==> src/rtl/full_comparator_if.sv <==
// Operand/flag bundle for the datapath magnitude comparator.
// The comparator sits on the slave side, and the operand producer sits on the master side.
interface full_comparator_if #(
  parameter int unsigned WIDTH = 32
);
  logic [WIDTH-1:0] A;
  logic [WIDTH-1:0] B;
  logic             EQ;
  logic             GT;
  logic             eq_q;
  logic             gt_q;
  logic             lt_q;

  modport master (
    output A, B,
    input  EQ, GT, eq_q, gt_q, lt_q
  );

  modport slave (
    input  A, B,
    output EQ, GT, eq_q, gt_q, lt_q
  );
endinterface

==> src/rtl/full_comparator.sv <==
// WIDTH-bit magnitude comparator built as a tree of 2-bit compare cells.
// It drives combinational EQ/GT and a registered eq_q/gt_q/lt_q stage.
module full_comparator #(
  parameter int unsigned WIDTH  = 32,
  parameter bit          SIGNED = 1'b0
) (
  input  logic              clk,
  input  logic              rst_n,
  full_comparator_if.slave  cmp
);

  localparam int unsigned LEAVES = WIDTH / 2;
  localparam int unsigned NODES  = WIDTH - 1;

  logic [NODES-1:0] eq_n;
  logic [NODES-1:0] gt_n;
  logic [1:0]       a2;
  logic [1:0]       b2;
  int unsigned      n;

  // Heap-ordered tree: node i has hi child 2i+1 and lo child 2i+2, and the root is node 0.
  // Leaves occupy LEAVES-1..NODES-1, with the most significant bit pair leftmost.
  // Merges are evaluated from the bottom up so that children settle before their parents.
  always_comb begin
    eq_n = '0;
    gt_n = '0;
    a2   = '0;
    b2   = '0;
    n    = 0;
    for (int unsigned j = 0; j < LEAVES; j++) begin
      a2 = cmp.A[WIDTH-1-2*j -: 2];
      b2 = cmp.B[WIDTH-1-2*j -: 2];
      if (SIGNED && j == 0) begin
        a2[1] = ~a2[1];
        b2[1] = ~b2[1];
      end
      eq_n[LEAVES-1+j] = (a2 == b2);
      gt_n[LEAVES-1+j] = (a2 > b2);
    end
    for (int unsigned k = 0; k < LEAVES - 1; k++) begin
      n       = LEAVES - 2 - k;
      eq_n[n] = eq_n[2*n+1] & eq_n[2*n+2];
      gt_n[n] = gt_n[2*n+1] | (eq_n[2*n+1] & gt_n[2*n+2]);
    end
  end

  always_comb begin
    cmp.EQ = eq_n[0];
    cmp.GT = gt_n[0];
  end

  always_ff @(posedge clk or negedge rst_n) begin
    if (!rst_n) begin
      cmp.eq_q <= 1'b0;
      cmp.gt_q <= 1'b0;
      cmp.lt_q <= 1'b0;
    end else begin
      cmp.eq_q <= cmp.EQ;
      cmp.gt_q <= cmp.GT;
      cmp.lt_q <= ~cmp.EQ & ~cmp.GT;
    end
  end

endmodule

==> src/flat_wrapper.sv <==
// flat-port wrapper written by rule: the top's interface ports become plain ports
module full_comparator_flat 
#(
  parameter int unsigned WIDTH  = 32,
  parameter bit          SIGNED = 1'b0
)
  (clk, rst_n, cmp_A, cmp_B, cmp_EQ, cmp_GT, cmp_eq_q, cmp_gt_q, cmp_lt_q);
  full_comparator_if #(.WIDTH(WIDTH)) cmp_i ();
  input  logic clk;
  input  logic rst_n;
  input wire logic [$bits(cmp_i.A)-1:0] cmp_A;
  input wire logic [$bits(cmp_i.B)-1:0] cmp_B;
  output wire logic [$bits(cmp_i.EQ)-1:0] cmp_EQ;
  output wire logic [$bits(cmp_i.GT)-1:0] cmp_GT;
  output wire logic [$bits(cmp_i.eq_q)-1:0] cmp_eq_q;
  output wire logic [$bits(cmp_i.gt_q)-1:0] cmp_gt_q;
  output wire logic [$bits(cmp_i.lt_q)-1:0] cmp_lt_q;
  assign cmp_i.A = cmp_A;
  assign cmp_i.B = cmp_B;
  assign cmp_EQ = cmp_i.EQ;
  assign cmp_GT = cmp_i.GT;
  assign cmp_eq_q = cmp_i.eq_q;
  assign cmp_gt_q = cmp_i.gt_q;
  assign cmp_lt_q = cmp_i.lt_q;
  full_comparator #(.WIDTH(WIDTH), .SIGNED(SIGNED)) u_core (.clk(clk), .rst_n(rst_n), .cmp(cmp_i));
endmodule
==> config.mk <==
export PLATFORM = sky130hd
export DESIGN_NAME = full_comparator_flat
export DESIGN_NICKNAME = d
export VERILOG_FILES = /design/src/rtl/full_comparator_if.sv /design/src/rtl/full_comparator.sv /design/src/flat_wrapper.sv
export SDC_FILE = /design/constraint.sdc
export NUM_CORES = 1
export LEC_CHECK = 0
export ABC_AREA = 1
export BUFFER_PORTS_ARGS = -buffer_cell sky130_fd_sc_hd__buf_2
export CORE_UTILIZATION = 40
export DETAILED_ROUTE_END_ITERATION = 10
export GPL_TIMING_DRIVEN = 0
export PLACE_DENSITY_LB_ADDON = 0.25
export SLEW_MARGIN = 20
export SYNTH_ARGS = -nofsm -noshare
export SYNTH_HDL_FRONTEND = slang
export SYNTH_SLANG_ARGS = --single-unit
==> constraint.sdc <==
create_clock -name clk -period 1.1 [get_ports clk]
set_input_delay 0.055 -clock clk [delete_from_list [all_inputs] [get_ports clk]]
set_output_delay 0.055 -clock clk [all_outputs]
set_load 0.01 [all_outputs]
* Yosys cells after proc, flatten, opt, wreduce, memory -nomap -nowiden
Cells that the tools add are included.
** Operators by class
- Eq/ne operators :: 16
- Bitwise operators :: 48
- Order comparisons :: 16
** Operators by type and width (number)
- 2-bit == test :: 16
- 2-bit greater-than comparator :: 16
- 1-bit bitwise AND :: 31
- 1-bit bitwise OR :: 15
- 1-bit NOT :: 2
** Word-level totals
- Flip-flop bits (word level) :: 3
- Output and inout bits :: 5
- Word-level logic and storage cells :: 83
- Input port bits :: 66

* Depth between registers and ports, before layout
Gate-level depths: netlist of run 1.
- Depth after elaboration :: 11
- Gate-level depth with buffers :: 14
- Depth with buffers taken out :: 14

* Least setup slack after synthesis of run 1
Ideal clock, no wire load.
- Path kind :: input to register
- From :: input port cmp_B[31]
- To :: register u_core.cmp.eq_q
- Setup time :: 0.177 ns
- Arrival :: 1.213 ns
- Required time :: 0.923 ns
- Stages on the path :: 8
- Setup slack :: -0.290 ns
- Path buffers :: 0
- Cell sequence :: inv_1 -> ha_1 -> nand2_1 -> inv_2 -> nand2_2 -> nor3_4 -> nand2_2 -> nor4_1
** On the way
- Longest elaborated chain between the ends :: 5
** RTL lines
- start: declaration :: RTL line flat_wrapper.sv:12 : input wire logic [$bits(cmp_i.B)-1:0] cmp_B;
- 2-bit == test :: RTL line full_comparator.sv:37 : eq_n[LEAVES-1+j] = (a2 == b2);
- 1-bit bitwise AND (4 in series) :: RTL line full_comparator.sv:42 : eq_n[n] = eq_n[2*n+1] & eq_n[2*n+2];
- net cmp_EQ :: RTL line flat_wrapper.sv:13 : output wire logic [$bits(cmp_i.EQ)-1:0] cmp_EQ;
- end signal: assignment :: RTL line full_comparator.sv:58 : cmp.eq_q <= cmp.EQ;
- end: declaration :: RTL line full_comparator_if.sv:21 : output EQ, GT, eq_q, gt_q, lt_q
The timed path passes the listed nets, and every way through them passes these cells.

* Final worst setup path of run 1
- From :: input port cmp_B[13]
- To :: output port cmp_EQ
** On the way
- Longest elaborated chain between the ends :: 5
** RTL lines (RTL line)
- 2-bit == test :: full_comparator.sv:37
- 1-bit bitwise AND (4 in series) :: full_comparator.sv:42
- end: declaration :: flat_wrapper.sv:13
No other way between the ends.

==> impl_metrics.toml, run 1 <==
[synthesis]
netlist.area_leader.share = 0.336
synth_enable_flop_cells = 0
synth_top_flop_cell = "dfrtp_1"
number_of_instances_in_the_synthesized_netlist = 192
synth.largest_area_cell = "ha_1"
synth_top_cells_by_area = "ha_1, inv_1, nand2_1, dfrtp_1, nand2_2"
synth_seq_area_share = 0.0630
cell_with_the_most_instances_after_synthesis = "inv_1"
post_synth_most_frequent_cells = "inv_1, nand2_1, ha_1"
synth.net_count = 290
yosysUniqueCellTypes = 22
synthArstFlopShare = 1.00
ys_ff_latch = 3
post_synth_instance_area_mm2 = 0.00119
warnings_synthesis = 0
avgSynthCellArea_um2 = 6.21

[die]
initial_core_util = 0.429
row_count = 19
die-area_mm2 = 0.00320
dieHeight_um = 56.6
io_pins = 71
floorplan.die.width_um = 56.6
core-area_mm2 = 0.00278

[sta]
layout_min_cycle_time_ns = 1.33
setup_viol_count_final = 3
final_max_slew_viol_count = 0
period_share = 1.21
rsz_0062_raised_after_global_routing = "yes"
relSlewSlack = 0.859
clock.fmax_ghz = 0.754
finalSetupTns_ns = -0.454
finalHoldViolations = 0
postLayoutSetupSlackWorst_ns = -0.227
max_slew.worst_pin.slew_ns = 0.210

[final_layout]
final.fill_count = 220
design.final.nets = 371
drive_above_1_share = 0.522
antenna_diode_count = 0
final_cell_count_no_fill = 303
syn2layout_area_growth_pct = 72.3
final_core_utilization = 0.739

[setup_path]
cpPeakStageDelay_ns = 0.26
timing_worst_setup_path_type = "input pin to output pin"
crit_slowest_cell = "ha_4"
crit_chain = "buf_2, inv_2, ha_4, nand2_1, inv_2, nand3_2, nor3_4, inv_1, nor4_4, buf_2"
crit_path_max_fanout = 2
critPathRequiredTime_ns = 1.04
setup.worst_path.start_class = "input pin"
timing.critical_path.to_type = "output pin"
crit_start = "cmp_B[13]"
cp.buffers_inverters = 5
worst-endpoint-arrival_ns = 1.27
critPathTopFamily = "simple AND/OR/NAND/NOR gates"

[global_route]
grt_first_pass_wirelength_um = 4320
global_route_overflow = 0
grt_max_degree = 5
groute.usage.overall = 0.166
antenna_found_initial = 0
first_global_vias = 1193

[power_and_ir_drop]
power_leakage_nw = 1.23
internal-power_w = 0.000667
power.sequential.fraction = 0.112
power.density_cell_area_mw_per_mm2 = 552
clock_power_share = 0.176
comb_power_share = 0.711
net_switching_power_figure_w = 0.000468
power.share.switching = 0.412
max-vdd-ir-drop_uv = 453

[placement]
place.detailed.hpwl_um = 2130
numPortBuffers = 70
dp_worst_setup_slack_ns = -0.262
place.detailed.instances = 293
globalplace.congestion = 0.744

[clock_network]
tritoncts.num_buffers = 3
cts-root-buf = "clkbuf_4"
numClockSinks = 3
cts.htree.levels = 1
worst_setup_hold_path_clk_slew_ns = 0.04
ctsLongestPathBuffers = 2
tritoncts = "done"

[drt]
detail_route.wl_per_cell_um = 8.52
vias_per_cell = 4.41
detailedRoute.firstPassIterationCount = 4
finalWirelength_um = 2580
drt-initial-drc-count = 13
antenna_violating_nets_post_route = 0
detailroute.via_count = 1336
drc = 0

[run_status]
violations = "setup timing"
run_status = "finished with violations"

[job]
reported_max_cap_violation_count = 0

[worst_hold_path]
hold_path.class = "input pin to async pin"
sequential cells by signal, summed over array words and instances (netlist names):
signal / cells
u_core.cmp.eq_q: 1
u_core.cmp.lt_q: 1
u_core.cmp.gt_q: 1
placed cells by master, fill, tap and decap left out, types with 3 or more instances in the layout:
cell / n
buf_2: 60
inv_1: 50
nand2_1: 33
ha_4: 17
ha_1: 15
nand2_2: 14
nor2_1: 13
inv_2: 9
buf_6: 9
nand2_4: 5
buf_4: 5
inv_6: 4
a21oi_1: 4
nor3_4: 3
o21bai_1: 3
clkbuf_4: 3
dfrtp_1: 3
routing by layer:
metal  vias up  track usage  share of wire
li1        729            -              -
met1       556        0.192           0.43
met2        47        0.306           0.50
met3         4       0.0115          0.053
met4         0       0.0801          0.014
met5         -            0              0
power by group through the flow:
stage	registers [W]	logic [W]	clock network (W)
2_1_floorplan	0.000137	0.000468	0
3_3_place_gp	0.000128	0.000689	0
3_5_place_dp	0.000129	0.000706	0
4_1_cts	0.000127	0.000734	0.000207
5_1_grt	0.000129	0.000911	0.000218
6_report	0.000127	0.000808	0.000200
repair_timing:
| item | 4_1_cts | 5_1_grt |
|---|---|---|
| setup buffers | 1 | 4 |
| gates resized for setup | 8 | 20 |
| setup endpoints to repair | 2 | 3 |
| endpoints found under the hold margin | 3 | 0 |
| hold buffers | 1 | 0 |
| pin swaps | 2 | 15 |
cell type report:
cell class | instances | area [µm²] | share of cell area
Inverter | 66 | 280 | 0.136
Multi-Input combinational cell | 123 | 1170 | 0.569
Tap cell | 31 | 38.8 | 0.0189
Clock buffer | 4 | 26.3 | 0.0128
Timing Repair Buffer | 76 | 464 | 0.226
Sequential cell | 3 | 75.1 | 0.0365
metrics by stage:
stage | cell area [µm²] | power [W] | hold WS (ns)
finish | 2050 | 0.00113 | 0.141
global route | 2050 | 0.00126 | 0.138
CTS | 1920 | 0.00107 | 0.136
detailed placement | 1830 | 0.000835 | -0.147
global placement | 1830 | 0.000817 | -0.150
floorplan | 1450 | 0.000605 | -0.241
kinds of logic (layout without fill, tap and decap cells):
kind of cell / after synthesis / after routing / share of synthesized area
simple gates: 80 / 80 / 0.328
buf+inv: 66 / 146 / 0.208
fa+ha+maj: 32 / 32 / 0.336
compound gates: 11 / 11 / 0.0651
flops: 3 / 3 / 0.0630
final timing paths:
path                                   end  depth (start not counted)
max in group asynchronous  u_core.cmp.lt_q                          2
min in group clk           u_core.cmp.eq_q                          6
min                        u_core.cmp.eq_q                          2
max                                 cmp_EQ                         10
Power figures use the tool's default switching activity.
==> run 2: changes to the inputs <==
--- a/config.mk
+++ b/config.mk
@@ -7,6 +7,7 @@
 export LEC_CHECK = 0
 export ABC_AREA = 1
 export BUFFER_PORTS_ARGS = -buffer_cell sky130_fd_sc_hd__buf_2
+export CAP_MARGIN = 0
 export CORE_UTILIZATION = 40
 export DETAILED_ROUTE_END_ITERATION = 10
 export GPL_TIMING_DRIVEN = 0
==> constraint.sdc (replaced) <==
create_clock -name clk -period 1.05 [get_ports clk]
set_input_delay 0.0525 -clock clk [delete_from_list [all_inputs] [get_ports clk]]
set_output_delay 0.0525 -clock clk [all_outputs]
set_load 0.01 [all_outputs]
==> run 2 against run 1 <==
Net effect: the flow still finishes with violations (setup timing); cell area increased by 7.9%; final cell count increased by 0.33%; combinational power increased by 17%; global-route usage increased by 0.40 points; utilization increased by 5.8 points; die area unchanged; sequential power increased by 7%; critical path type unchanged; highest routed layer unchanged.
==> impl_metrics.toml, run 2 (same netlist as run 1, synthesis figures left out) <==
[sta]
final_max_slew_viol_count = 0
clock.fmax_ghz = 0.744
max_slew.worst_pin.slew_ns = 0.218
period_share = 1.28
finalHoldViolations = 0
relSlewSlack = 0.854
setup_viol_count_final = 4
postLayoutSetupSlackWorst_ns = -0.295
layout_min_cycle_time_ns = 1.34
rsz_0062_raised_after_global_routing = "yes"

[placement]
globalplace.congestion = 0.724
dpl_cell_area_mm2 = 0.00182
place.detailed.hpwl_um = 2300
numPortBuffers = 70

[clock_network]
worst_setup_hold_path_clk_slew_ns = 0.04
tritoncts = "done"
cts.htree.levels = 1
tritoncts.num_buffers = 3
cts-root-buf = "clkbuf_4"
ctsLongestPathBuffers = 2
numClockSinks = 3

[die]
initial_core_util = 0.429
die-area_mm2 = 0.00320
floorplan.die.width_um = 56.6
row_count = 19
dieHeight_um = 56.6
core-area_mm2 = 0.00278
io_pins = 71

[final_layout]
final_core_utilization = 0.797
largest_regs = "u_core.cmp.eq_q x1, u_core.cmp.gt_q x1, u_core.cmp.lt_q x1"
postLayoutCellArea_mm2 = 0.00222
final_common_cell = "buf_2"
drive_above_1_share = 0.568
design.final.nets = 372
antenna_diode_count = 0
final.fill_count = 188
commonest_cells_after_routing_fill_and_taps_aside = "buf_2, inv_1, nand2_1"
syn2layout_area_growth_pct = 85.8

[setup_path]
timing_worst_setup_path_type = "input pin to output pin"
critical-path-top-cell-by-count = "nand2_1"
crit_path_max_fanout = 3
critPathRequiredTime_ns = 1.00
critPathTopFamily = "buffers and inverters"
cp.buffers_inverters = 4
worst-endpoint-arrival_ns = 1.29
crit_chain = "buf_2, inv_2, ha_4, inv_1, nor2_1, o21ai_1, nand2_1, a21oi_2, nand2_1, nand2_1, nand2_2, buf_6"
setup.worst_path.start_class = "input pin"
cpPeakStageDelay_ns = 0.22
timing.critical_path.to_type = "output pin"
crit_slowest_cell = "ha_4"

[drt]
drc = 0
detailedRoute.firstPassIterationCount = 4
detail_route.wl_per_cell_um = 10.8
finalWirelength_um = 3270
detailroute.via_count = 1377
vias_per_cell = 4.53
drt-initial-drc-count = 17
antenna_violating_nets_post_route = 0

[run_status]
run_status = "finished with violations"
violations = "setup timing"

[global_route]
groute.usage.overall = 0.170
grt_max_degree = 5
grt_first_pass_wirelength_um = 4490
first_global_vias = 1200
antenna_found_initial = 0
global_route_overflow = 0

[worst_hold_path]
hold_path.class = "input pin to async pin"

[power_and_ir_drop]
max-vdd-ir-drop_uv = 540
power.density_cell_area_mw_per_mm2 = 578
fin_total_pwr_w = 0.00128
power_leakage_nw = 1.25

[job]
reported_max_cap_violation_count = 0
[run 2: cell types whose count changed in the layout (fill, tap and decap cells not counted), sizes merged]
cell | previous run | this run
buf | 75 | 76
[run 2: per-stage QoR]
stage / std cells / hold slack [ns] / setup WS [ns] / TNS (ns)
final: 304 / 0.149 / -0.295 / -0.840
after global routing: 304 / 0.173 / -0.380 / -1.16
after CTS: 300 / 0.146 / -0.285 / -0.624
after detailed placement: 293 / -0.151 / -0.307 / -1.24
after global placement: 293 / -0.153 / -0.293 / -1.20
after floorplan: 192 / -0.243 / -0.0792 / -0.171
[run 2: power by group]
part,total (W),switching [W],internal (W)
Combinational,0.000946,0.000460,0.000485
Sequential,0.000136,0.00000516,0.000130
Clock,0.000199,0.0000569,0.000142
[run 2: area by class of cell]
type	count	area (µm²)	share of cell area
sequential	3	75.1	0.0339
tap	31	38.8	0.0175
multi-input combinational	123	1250	0.564
timing repair buffer	77	541	0.244
inverter	66	285	0.129
clock buffer	4	26.3	0.0119
[run 2: worst max-delay path by stage]
stage	slack, ns	depth (start not counted)	from	endpoint
detailed placement	-0.31	10	cmp_A[30]	cmp_EQ
global route	-0.38	12	cmp_B[15]	cmp_GT
global placement	-0.29	10	cmp_A[30]	cmp_EQ
floorplan	-0.08	8	cmp_B[13]	u_core.cmp.eq_q
finish	-0.29	12	cmp_B[15]	cmp_GT
CTS	-0.28	10	cmp_B[13]	cmp_EQ
[run 2: layer usage]
layer  up-vias  GRT usage  part of all wire
met5         -          0                 0
met4         0     0.0523             0.018
met3         6    0.00691             0.044
met2        47      0.334              0.57
met1       594      0.194              0.37
li1        730          -                 -
[run 2: what timing repair did]
item	4_1_cts	5_1_grt
gates resized for setup	19	40
buffers inserted	2	5
pin swaps	8	23
hold buffers	1	0
setup endpoints to repair	3	4
endpoints found under the hold margin	3	0
==> run 3: changes to the inputs <==
--- a/config.mk
+++ b/config.mk
@@ -9,9 +9,10 @@
 export BUFFER_PORTS_ARGS = -buffer_cell sky130_fd_sc_hd__buf_2
 export CAP_MARGIN = 0
 export CORE_UTILIZATION = 40
+export CTS_BUF_LIST = sky130_fd_sc_hd__clkbuf_16
 export DETAILED_ROUTE_END_ITERATION = 10
 export GPL_TIMING_DRIVEN = 0
-export PLACE_DENSITY_LB_ADDON = 0.25
+export PLACE_DENSITY = 0.86
 export SLEW_MARGIN = 20
 export SYNTH_ARGS = -nofsm -noshare
 export SYNTH_HDL_FRONTEND = slang
==> run 3 against run 2 <==
Net effect: the run still ends with setup timing left; count of clock-buffer cells in the layout fell by 1; largest cell class unchanged; critical path depth rose by 2; highest routed layer unchanged; routed wire length fell by 6.1%; critical path type unchanged; final cell count did not move.
==> impl_metrics.toml, run 3 (same netlist as run 1, synthesis figures left out) <==
[run_status]
run_status = "finished with violations"
violations = "setup timing"

[sta]
finalSetupTns_ns = -0.896
holdWs_ns = 0.169
postLayoutSetupSlackWorst_ns = -0.273
rsz_0062_raised_after_global_routing = "yes"
max_slew.worst_pin.slew_ns = 0.210
final_max_slew_viol_count = 0
relSlewSlack = 0.859
period_share = 1.26
clock.fmax_ghz = 0.756
setup_viol_count_final = 4
layout_min_cycle_time_ns = 1.32
finalHoldViolations = 0

[drt]
antenna_violating_nets_post_route = 0
drc = 0
finalWirelength_um = 3070
detail_route.wl_per_cell_um = 10.1
drt-initial-drc-count = 19
detailedRoute.firstPassIterationCount = 5
vias_per_cell = 4.56
detailroute.via_count = 1386

[final_layout]
syn2layout_area_growth_pct = 81.8
largest_regs = "u_core.cmp.eq_q x1, u_core.cmp.gt_q x1, u_core.cmp.lt_q x1"
final_cell_count_no_fill = 304
commonest_cells_after_routing_fill_and_taps_aside = "buf_2, inv_1, nand2_1"
design.final.nets = 372
postLayoutCellArea_mm2 = 0.00217
final_common_cell = "buf_2"
antenna_diode_count = 0
drive_above_1_share = 0.564

[global_route]
antenna_found_initial = 0
first_global_vias = 1405
busiest_layer = "met2"
grt_first_pass_wirelength_um = 5290
gr-usage-met1 = 0.190
global_route.usage.met3 = 0.0230
grt_use_met2 = 0.444
global_route_overflow = 0
groute.usage.overall = 0.209
grt_max_degree = 5

[setup_path]
worst-endpoint-arrival_ns = 1.27
crit_chain = "buf_6, inv_6, ha_4, nand2_4, nor2_4, nand2_2, nand2_1, nand2_1, nand2_1, nand2_1, nand2_1, nand2_1, nand2_2, buf_6"
cp.buffers_inverters = 3
cp.depth = 14
critPathRequiredTime_ns = 1.00
cpPeakStageDelay_ns = 0.27
setup.worst_path.start_class = "input pin"
timing.critical_path.to_type = "output pin"
critPathTopFamily = "simple AND/OR/NAND/NOR gates"
critical-path-top-cell-by-count = "nand2_1"
crit_path_max_fanout = 4
crit_slowest_cell = "ha_4"
timing_worst_setup_path_type = "input pin to output pin"

[die]
io_pins = 71
row_count = 19
die-area_mm2 = 0.00320
dieHeight_um = 56.6
initial_core_util = 0.429
floorplan.die.width_um = 56.6
core-area_mm2 = 0.00278

[placement]
place.detailed.hpwl_um = 2320
place.detailed.instances = 293
dp_worst_setup_slack_ns = -0.328
numPortBuffers = 70
globalplace.congestion = 0.826
dpl_cell_area_mm2 = 0.00182

[clock_network]
cts.htree.levels = 1
ctsLongestPathBuffers = 2
numClockSinks = 3
tritoncts.num_buffers = 3
worst_setup_hold_path_clk_slew_ns = 0.03
cts-root-buf = "clkbuf_16"
tritoncts = "done"

[power_and_ir_drop]
net_switching_power_figure_w = 0.000556
power.share.switching = 0.341
power_leakage_nw = 1.25
comb_power_share = 0.550
max-vdd-ir-drop_uv = 1010
internal-power_w = 0.00107
power.sequential.fraction = 0.082
power.density_cell_area_mw_per_mm2 = 752
clock_power_share = 0.368

[worst_hold_path]
hold_path.class = "input pin to async pin"

[job]
reported_max_cap_violation_count = 0
run 3: cell types whose count changed in the layout (fill, tap and decap cells not counted), sizes merged:
cell / delta
clkbuf: -1
inv: +1
run 3: metal layers:
metal  vias up  routed length [µm]
li1        730                   -
met1       600                1020
met2        49                1780
met3         7                 198
met4         0                  70
met5         -                   0
run 3: per-stage QoR:
stage | util | total power (W)
after floorplan | - | 0.000619
after CTS | 0.775 | 0.00162
after global placement | 0.654 | 0.000834
after global routing | 0.780 | 0.00176
after detailed placement | 0.654 | 0.000862
final | 0.780 | 0.00163
run 3: how the worst max path moves through the flow:
stage / from / to / slack, ns
floorplan: cmp_B[13] / u_core.cmp.eq_q / -0.08
global placement: cmp_A[30] / cmp_GT / -0.28
detailed placement: cmp_B[13] / cmp_EQ / -0.33
CTS: cmp_B[13] / cmp_EQ / -0.25
global route: cmp_A[12] / cmp_EQ / -0.36
finish: cmp_B[5] / cmp_GT / -0.27
run 3: layout make-up:
type,instances,area [µm²]
fillers,205,613
flip-flops and latches,3,75.1
clock inverters,1,3.75
inverters,66,278
well taps,31,38.8
clock buffers,3,75.1
repair buffers,77,484
multi-input cells,123,1210
run 3: power by group through the flow:
stage | combinational [W] | clock (W) | sequential, W
2_1_floorplan | 0.000476 | 0 | 0.000143
3_3_place_gp | 0.000700 | 0 | 0.000134
3_5_place_dp | 0.000727 | 0 | 0.000134
4_1_cts | 0.000873 | 0.000611 | 0.000133
5_1_grt | 0.00100 | 0.000621 | 0.000135
6_report | 0.000897 | 0.000601 | 0.000133
run 3: what timing repair did:
| item | in CTS | in global routing |
|---|---|---|
| gates resized for setup | 37 | 3 |
| gates cloned | 0 | 0 |
| pin swaps | 23 | 2 |
| setup buffers | 6 | 0 |
| setup endpoints to repair | 3 | 5 |
| endpoints found under the hold margin | 3 | 0 |
| hold buffers | 1 | 0 |
